==> src/rtl/rv32i_pkg.sv <==
// ---------------------------------------------------------------------------
// rv32i_pkg
// Shared definitions for the instruction-fetch front end:
//   - XLEN / INSTR_W : address and instruction widths
//   - PC_INC         : sequential fetch increment (one 32-bit instruction)
//   - fetch_state_e  : 3-bit fetch sequencer state encoding
//   - align_pc()     : forces a redirect target onto a word boundary
// ---------------------------------------------------------------------------
package rv32i_pkg;

   localparam int          XLEN    = 32;
   localparam int          INSTR_W = 32;
   localparam logic [31:0] PC_INC  = 32'd4;

   typedef enum logic [2:0] {
      ST_IDLE    = 3'd0,
      ST_FETCH   = 3'd1,
      ST_DRAIN   = 3'd2,
      ST_DELIVER = 3'd3,
      ST_HALTED  = 3'd4
   } fetch_state_e;

   function automatic logic [XLEN-1:0] align_pc(input logic [XLEN-1:0] pc);
      return {pc[XLEN-1:2], 2'b00};
   endfunction

endpackage

==> src/rtl/fetch_pc_reg.sv <==
// ---------------------------------------------------------------------------
// fetch_pc_reg
// Program-counter register for the fetch sequencer. Loads i_next_pc when
// i_en is high; returns to RESET_PC on synchronous reset.
// Ports:
//   clk       in   rising-edge clock
//   rst       in   synchronous active-high reset
//   i_en      in   load enable
//   i_next_pc in   value to load
//   o_pc      out  current program counter
// ---------------------------------------------------------------------------
module fetch_pc_reg
   import rv32i_pkg::*;
#(
   parameter logic [XLEN-1:0] RESET_PC = 32'h0000_0000
) (
   input  logic            clk,
   input  logic            rst,
   input  logic            i_en,
   input  logic [XLEN-1:0] i_next_pc,
   output logic [XLEN-1:0] o_pc
);

   logic [XLEN-1:0] r_pc;

   always_ff @(posedge clk) begin
      if (rst) begin
         r_pc <= RESET_PC;
      end else if (i_en) begin
         r_pc <= i_next_pc;
      end
   end

   assign o_pc = r_pc;

endmodule

==> src/rtl/fetch_sequencer.sv <==
// ---------------------------------------------------------------------------
// fetch_sequencer
// Single-outstanding instruction fetch sequencer. Requests one word from
// instruction memory, offers it downstream until accepted, then fetches the
// next sequential word. Redirects restart fetch at a new aligned address,
// draining any in-flight request first; halt parks the sequencer until resume.
// Ports:
//   clk, rst            clock, synchronous active-high reset
//   imem_req/imem_addr  memory request and fetch address (out)
//   imem_ack/imem_rdata memory response (in)
//   if_valid/if_instr/if_pc  instruction offered downstream (out)
//   id_ready            downstream accept (in)
//   redirect_valid/redirect_pc  control-flow redirect (in)
//   halt_req/resume     stop / restart fetching (in)
//   fetch_cnt           number of accepted instructions, wrapping (out)
// ---------------------------------------------------------------------------
module fetch_sequencer
   import rv32i_pkg::*;
#(
   parameter logic [XLEN-1:0] RESET_PC = 32'h0000_0000
) (
   input  logic               clk,
   input  logic               rst,
   output logic               imem_req,
   output logic [XLEN-1:0]    imem_addr,
   input  logic               imem_ack,
   input  logic [INSTR_W-1:0] imem_rdata,
   output logic               if_valid,
   output logic [INSTR_W-1:0] if_instr,
   output logic [XLEN-1:0]    if_pc,
   input  logic               id_ready,
   input  logic               redirect_valid,
   input  logic [XLEN-1:0]    redirect_pc,
   input  logic               halt_req,
   input  logic               resume,
   output logic [31:0]        fetch_cnt
);

   fetch_state_e       r_state;
   logic               r_imem_req;
   logic               r_if_valid;
   logic [INSTR_W-1:0] r_if_instr;
   logic [XLEN-1:0]    r_if_pc;
   logic [31:0]        r_fetch_cnt;

   logic               w_pc_en;
   logic [XLEN-1:0]    w_pc_next;
   logic [XLEN-1:0]    w_pc;

   // PC update decode: a redirect wins everywhere except HALTED; otherwise
   // the PC only advances when a fetch completes.
   always_comb begin
      w_pc_en   = 1'b0;
      w_pc_next = w_pc;
      if (r_state != ST_HALTED) begin
         if (redirect_valid) begin
            w_pc_en   = 1'b1;
            w_pc_next = align_pc(redirect_pc);
         end else if (r_state == ST_FETCH && imem_ack) begin
            w_pc_en   = 1'b1;
            w_pc_next = w_pc + PC_INC;
         end
      end
   end

   fetch_pc_reg #(
      .RESET_PC (RESET_PC)
   ) u_pc_reg (
      .clk       (clk),
      .rst       (rst),
      .i_en      (w_pc_en),
      .i_next_pc (w_pc_next),
      .o_pc      (w_pc)
   );

   // Control FSM; imem_req and if_valid are registered alongside the state so
   // they are high exactly while the state is FETCH / DELIVER respectively.
   always_ff @(posedge clk) begin
      if (rst) begin
         r_state     <= ST_IDLE;
         r_imem_req  <= 1'b0;
         r_if_valid  <= 1'b0;
         r_if_instr  <= '0;
         r_if_pc     <= '0;
         r_fetch_cnt <= '0;
      end else begin
         case (r_state)
            ST_IDLE: begin
               if (!redirect_valid && halt_req) begin
                  r_state    <= ST_HALTED;
                  r_imem_req <= 1'b0;
               end else begin
                  r_state    <= ST_FETCH;
                  r_imem_req <= 1'b1;
               end
            end

            ST_FETCH: begin
               if (redirect_valid) begin
                  // Same-cycle ack: data is dropped, refetch at the target.
                  // Otherwise the request is still in flight and must drain.
                  if (imem_ack) begin
                     r_state    <= ST_FETCH;
                     r_imem_req <= 1'b1;
                  end else begin
                     r_state    <= ST_DRAIN;
                     r_imem_req <= 1'b0;
                  end
               end else if (imem_ack) begin
                  r_if_instr <= imem_rdata;
                  r_if_pc    <= w_pc;
                  r_state    <= ST_DELIVER;
                  r_imem_req <= 1'b0;
                  r_if_valid <= 1'b1;
               end
            end

            ST_DRAIN: begin
               // The stale response is swallowed; any redirect here only
               // moves the PC (handled in the PC decode).
               if (imem_ack) begin
                  r_state    <= ST_FETCH;
                  r_imem_req <= 1'b1;
               end
            end

            ST_DELIVER: begin
               if (redirect_valid) begin
                  if (id_ready) begin
                     r_fetch_cnt <= r_fetch_cnt + 32'd1;
                  end
                  r_if_valid <= 1'b0;
                  r_state    <= ST_FETCH;
                  r_imem_req <= 1'b1;
               end else if (id_ready) begin
                  r_fetch_cnt <= r_fetch_cnt + 32'd1;
                  r_if_valid  <= 1'b0;
                  if (halt_req) begin
                     r_state    <= ST_HALTED;
                     r_imem_req <= 1'b0;
                  end else begin
                     r_state    <= ST_FETCH;
                     r_imem_req <= 1'b1;
                  end
               end
            end

            ST_HALTED: begin
               if (resume) begin
                  r_state    <= ST_FETCH;
                  r_imem_req <= 1'b1;
               end
            end

            default: begin
               r_state    <= ST_IDLE;
               r_imem_req <= 1'b0;
               r_if_valid <= 1'b0;
            end
         endcase
      end
   end

   assign imem_req  = r_imem_req;
   assign imem_addr = w_pc;
   assign if_valid  = r_if_valid;
   assign if_instr  = r_if_instr;
   assign if_pc     = r_if_pc;
   assign fetch_cnt = r_fetch_cnt;

endmodule

==> config.mk <==
export PLATFORM = sky130hd
export DESIGN_NAME = fetch_sequencer
export DESIGN_NICKNAME = d
export VERILOG_FILES = /design/src/rtl/rv32i_pkg.sv /design/src/rtl/fetch_pc_reg.sv /design/src/rtl/fetch_sequencer.sv
export SDC_FILE = /design/constraint.sdc
export NUM_CORES = 1
export LEC_CHECK = 0
export BUFFER_PORTS_ARGS = -buffer_cell sky130_fd_sc_hd__buf_4
export CAP_MARGIN = 5
export CORE_MARGIN = 3
export CORE_UTILIZATION = 32
export CTS_CLUSTER_DIAMETER = 60
export DETAILED_ROUTE_END_ITERATION = 8
export GPL_TIMING_DRIVEN = 0
export HOLD_SLACK_MARGIN = 0.15
export PLACE_DENSITY_LB_ADDON = 0.2
export SLEW_MARGIN = 10
export SYNTH_ARGS = -nofsm -noshare
export SYNTH_HDL_FRONTEND = slang
export SYNTH_SLANG_ARGS = --single-unit
export TNS_END_PERCENT = 5
==> constraint.sdc <==
create_clock -name clk -period 2.6 [get_ports clk]
set_clock_uncertainty 0.1 [all_clocks]
set_input_delay 0.26 -clock clk [delete_from_list [all_inputs] [get_ports clk]]
set_output_delay 0.26 -clock clk [all_outputs]
set_load 0.005 [all_outputs]
==> impl_results.md <==
- Post-Route WL: ~21,000 µm
- Element type at the critical path end: flip-flop
- Setup violations, final: 0
- Type of origin of the critical path: flip-flop
- Synthesized netlist cell count: between 700 and 800
- Layout Nets: approximately 1,100
- Cts bufs inserted: 17
- Class of the most critical setup path: flip-flop to flip-flop
- Clk buf depth: 2
- Count of final max-slew check failures: 0
- Min cycle time layout: 2175 ps
- Placement Setup Slack: roughly 460 ps
- Placer Congestion: between 0.8 and 0.9
- CTS tree: done
- Via count: around 6,300
- CTS root buf: sky130_fd_sc_hd__clkbuf_16
- Routed length on met3: 1585 µm
- GRT overflow: 0
- Vert. Die Dim: around 140 µm
- Initial cell density of the core: 32.83%
- Number of enable-type register cells in the synthesized netlist: 0
- Unique cell type count in the Yosys netlist: 65
- Transition time of the tightest slew-check pin: approximately 860 ps
- Area inside the core boundary: 18,090 µm²
- Die X: ~140 µm
- Average footprint of a synthesized cell: ~8 µm²
- Pin count of the biggest net entering global routing: 17
- Unrepaired setup endpoints after global routing: no
- Post-route design area: approximately 9000 µm²
- Design Power: about 5.5 mW
- Number of synthesized register bits: ~130
- Net switching power of the design: ~1.5 mW
- Power share of the sequential group: 39.8%
- Synthesis warning total: 0
- H-Tree Depth: 4
- Pleak: about 3.7 nW
- Layout area overhead: 48.76%
- Power density over the cells: 626.1 nW/µm²
- Flip-flop cell with the highest count after synthesis: sky130_fd_sc_hd__dfxtp_1
- Quantity of gates resized following cts: 0
- Summed negative setup slack over all endpoints: 0 ps
- Status: completed
- Number of port buffers: approximately 190
- Post-DR vias/cell: 5.055
- Hold WC Path Type: primary input to flip-flop
- First drt pass iteration count: 5
- Global-route wire length before repair: about 33,000 µm
- Post-detailed-route wirelength per cell: 16.57 µm
- Portion of the post-synthesis area used by sequential elements: a little over two fifths
- Number of DRC markers after the initial detailed-route iteration: 463
- Logic gate share of total power: roughly 16%
- Clock latency at the later pin of the worst-skew pair: around 420 ps
- Final period util: around 84%
- Global routing usage summed across all routing layers: 20.46%
- Area of placed instances: around 7700 µm²
- Vias in the first global route: around 6,100
- Fraction of power consumed by the clock network: 44.2%
- Number of top-level pins: 201
- Top layer reached by signal wires: met4
- Fraction of layout cells with a size suffix above 1: between 20% and 30%
- Required @ worst endpoint: between 2000 and 3000 ps
- Antenna cells: 0
- Number of setup buffers added after CTS: 0
- Fin. Hold Viols: 0
- Fill cell instance count of the final layout: approximately 1,800
- Proportion of register bits with asynchronous set or reset after synthesis: 0%
- Max FO, Critical Path: 7
- Worst ir drop on vdd: 0.4649 mV
- Cell Int Power: between 4 and 5 mW
- Placed wire-length estimate: around 15,000 µm
- Count of hold-fix buffers inserted at cts: 56
- Antenna Violating Nets Remaining: 0
- Core Rows: 49
- Final critical-path setup slack: 424.7 ps
- Area enclosed by the die boundary: just over 20,000 µm²
- Number of maximum-capacitance violations: 0
- Detailed-route DRC error count: 0
- Slew margin rel.: between 40 and 50%
- Arrival time of the worst setup path: ~2400 ps
- Mapped cell area: ~6000 µm²
- Total clock sinks: about 130
- Routed wl met2: a little over 9000 µm
- Antenna violations before repair: 0
- Maximum achievable frequency: 0.4597 GHz
- Switching Share: ~27%
- Worst-case hold slack: ~160 ps
- Length of routed wiring on met1: between 9000 and 10,000 µm
- Clock transition at the registers of the reported paths: about 60 ps
## synthesized netlist by cell type, types with 3 or more instances
library cell	instances	area, µm²
sky130_fd_sc_hd__xnor2_1	3	26.28
sky130_fd_sc_hd__a311oi_1	8	70.07
sky130_fd_sc_hd__buf_2	16	80.08
sky130_fd_sc_hd__xor2_1	26	227.7
sky130_fd_sc_hd__a211oi_1	7	52.55
sky130_fd_sc_hd__o32ai_1	5	43.79
sky130_fd_sc_hd__buf_1	5	18.77
sky130_fd_sc_hd__dfxtp_1	129	2582
sky130_fd_sc_hd__a31oi_1	3	18.77
sky130_fd_sc_hd__nor2_1	63	236.5
sky130_fd_sc_hd__nand2_1	163	611.8
sky130_fd_sc_hd__o31ai_1	5	37.54
sky130_fd_sc_hd__nand2_2	3	18.77
sky130_fd_sc_hd__and4_1	5	43.79
sky130_fd_sc_hd__a21o_1	4	30.03
sky130_fd_sc_hd__nand4_1	15	93.84
sky130_fd_sc_hd__a32o_1	4	40.04
sky130_fd_sc_hd__nor3_4	3	48.80
sky130_fd_sc_hd__o22ai_1	5	31.28
sky130_fd_sc_hd__o21a_1	4	30.03
sky130_fd_sc_hd__clkbuf_1	24	90.09
sky130_fd_sc_hd__and2_1	5	31.28
sky130_fd_sc_hd__nand2b_1	7	43.79
sky130_fd_sc_hd__nor3_1	6	30.03
sky130_fd_sc_hd__buf_4	8	60.06
sky130_fd_sc_hd__a22o_1	9	78.83
sky130_fd_sc_hd__o21ai_0	15	75.07
sky130_fd_sc_hd__nor4_1	3	18.77
sky130_fd_sc_hd__nand3_1	25	125.1
sky130_fd_sc_hd__inv_1	4	15.01
sky130_fd_sc_hd__nor3_2	3	30.03
sky130_fd_sc_hd__and3_1	15	93.84
sky130_fd_sc_hd__a21oi_1	92	460.4
sky130_fd_sc_hd__mux2i_1	4	40.04
## flip-flops by register name, summed over array words and instances, names as in the netlist
name / flops
r_state: 3
if_pc: 30
if_valid: 1
u_pc_reg.o_pc: 30
fetch_cnt: 32
imem_req: 1
if_instr: 32
## layout by cell type, fill, tap and decap left out, types with 4 or more instances in the layout
master                          instances
sky130_fd_sc_hd__conb_1                 4
sky130_fd_sc_hd__clkbuf_16             17
sky130_fd_sc_hd__nor3_1                 6
sky130_fd_sc_hd__mux2i_1                4
sky130_fd_sc_hd__inv_1                  4
sky130_fd_sc_hd__o31ai_1                5
sky130_fd_sc_hd__o21ai_0               15
sky130_fd_sc_hd__a211oi_1               7
sky130_fd_sc_hd__buf_4                200
sky130_fd_sc_hd__dfxtp_1              129
sky130_fd_sc_hd__nor2_1                63
sky130_fd_sc_hd__buf_2                 16
sky130_fd_sc_hd__nand2_1              163
sky130_fd_sc_hd__nand4_1               15
sky130_fd_sc_hd__xor2_1                26
sky130_fd_sc_hd__clkbuf_1              27
sky130_fd_sc_hd__a32o_1                 4
sky130_fd_sc_hd__o32ai_1                5
sky130_fd_sc_hd__dlygate4sd3_1         56
sky130_fd_sc_hd__o21a_1                 4
sky130_fd_sc_hd__nand2b_1               7
sky130_fd_sc_hd__a21o_1                 4
sky130_fd_sc_hd__o22ai_1                5
sky130_fd_sc_hd__nand3_1               25
sky130_fd_sc_hd__and3_1                15
sky130_fd_sc_hd__a311oi_1               8
sky130_fd_sc_hd__a21oi_1               92
sky130_fd_sc_hd__a22o_1                 9
sky130_fd_sc_hd__and2_1                 5
sky130_fd_sc_hd__and4_1                 5
sky130_fd_sc_hd__buf_1                  5
## power by group through the flow
stage          sequential (mW)  clock (mW)  combinational (mW)
3_5_place_dp              2.24           0               0.813
3_3_place_gp              2.24           0               0.812
5_1_grt                   2.22        2.58               0.975
4_1_cts                   2.20        2.48               0.884
6_report                  2.20        2.44               0.883
2_1_floorplan             2.21           0               0.435
## metrics by stage
step	util [%]	cells
6_report	48.84	1249
5_1_grt	48.84	1249
4_1_cts	48.84	1249
3_5_place_dp	42.45	1162
3_3_place_gp	42.45	1162
2_1_floorplan	-	741
## layout make-up
cell class	instances	area, µm²	share of cell area [%]
Buffer	53	249.0	2.819
Inverter	5	18.77	0.2125
Multi-Input combinational cell	554	3099	35.08
Clock buffer	22	464.2	5.255
Timing Repair Buffer	248	2002	22.66
Tap cell	229	286.5	3.244
Sequential cell	129	2582	29.24
Clock inverter	9	131.4	1.487
## worst max-delay path, cell delays in order, from the launching register on
cell and delay, ps:
sky130_fd_sc_hd__dfxtp_1 460, sky130_fd_sc_hd__ha_1 230, sky130_fd_sc_hd__and2_1 230, sky130_fd_sc_hd__nand2_1 260, sky130_fd_sc_hd__nor3_2 380, sky130_fd_sc_hd__a311oi_1 170, sky130_fd_sc_hd__nor4_2 250
## routing by layer
layer	track usage [%]	up-vias
li1	-	3127
met1	28.15	2939
met2	31.70	221
met3	5.208	27
met4	6.162	0
met5	0	-
## cells by family after synthesis
| kind of cell | synth area share [%] |
|---|---|
| AND/OR/NAND/NOR | 28.02 |
| AO/OA/AOI/OAI | 18.54 |
| flip-flops | 43.49 |
| buffers and inverters | 4.509 |
| XOR/XNOR | 4.277 |
| multiplexers | 0.6743 |
| adder cells (fa/ha/maj) | 0.4213 |
| other | 0.06315 |
## path summary, 6_finish.rpt
kind	from	end	slack, ps	depth (start not counted)
hold reg to reg	if_pc[16]$_SDFFE_PP0P_	if_pc[16]$_SDFFE_PP0P_	350	2
hold / removal	redirect_pc[21]	u_pc_reg.o_pc[21]$_SDFFE_PP0P_	160	4
setup reg to reg	u_pc_reg.o_pc[2]$_SDFFE_PP0P_	u_pc_reg.o_pc[24]$_SDFFE_PP0P_	420	6
setup / recovery	u_pc_reg.o_pc[2]$_SDFFE_PP0P_	u_pc_reg.o_pc[24]$_SDFFE_PP0P_	420	6
Power figures use the tool's default switching activity.
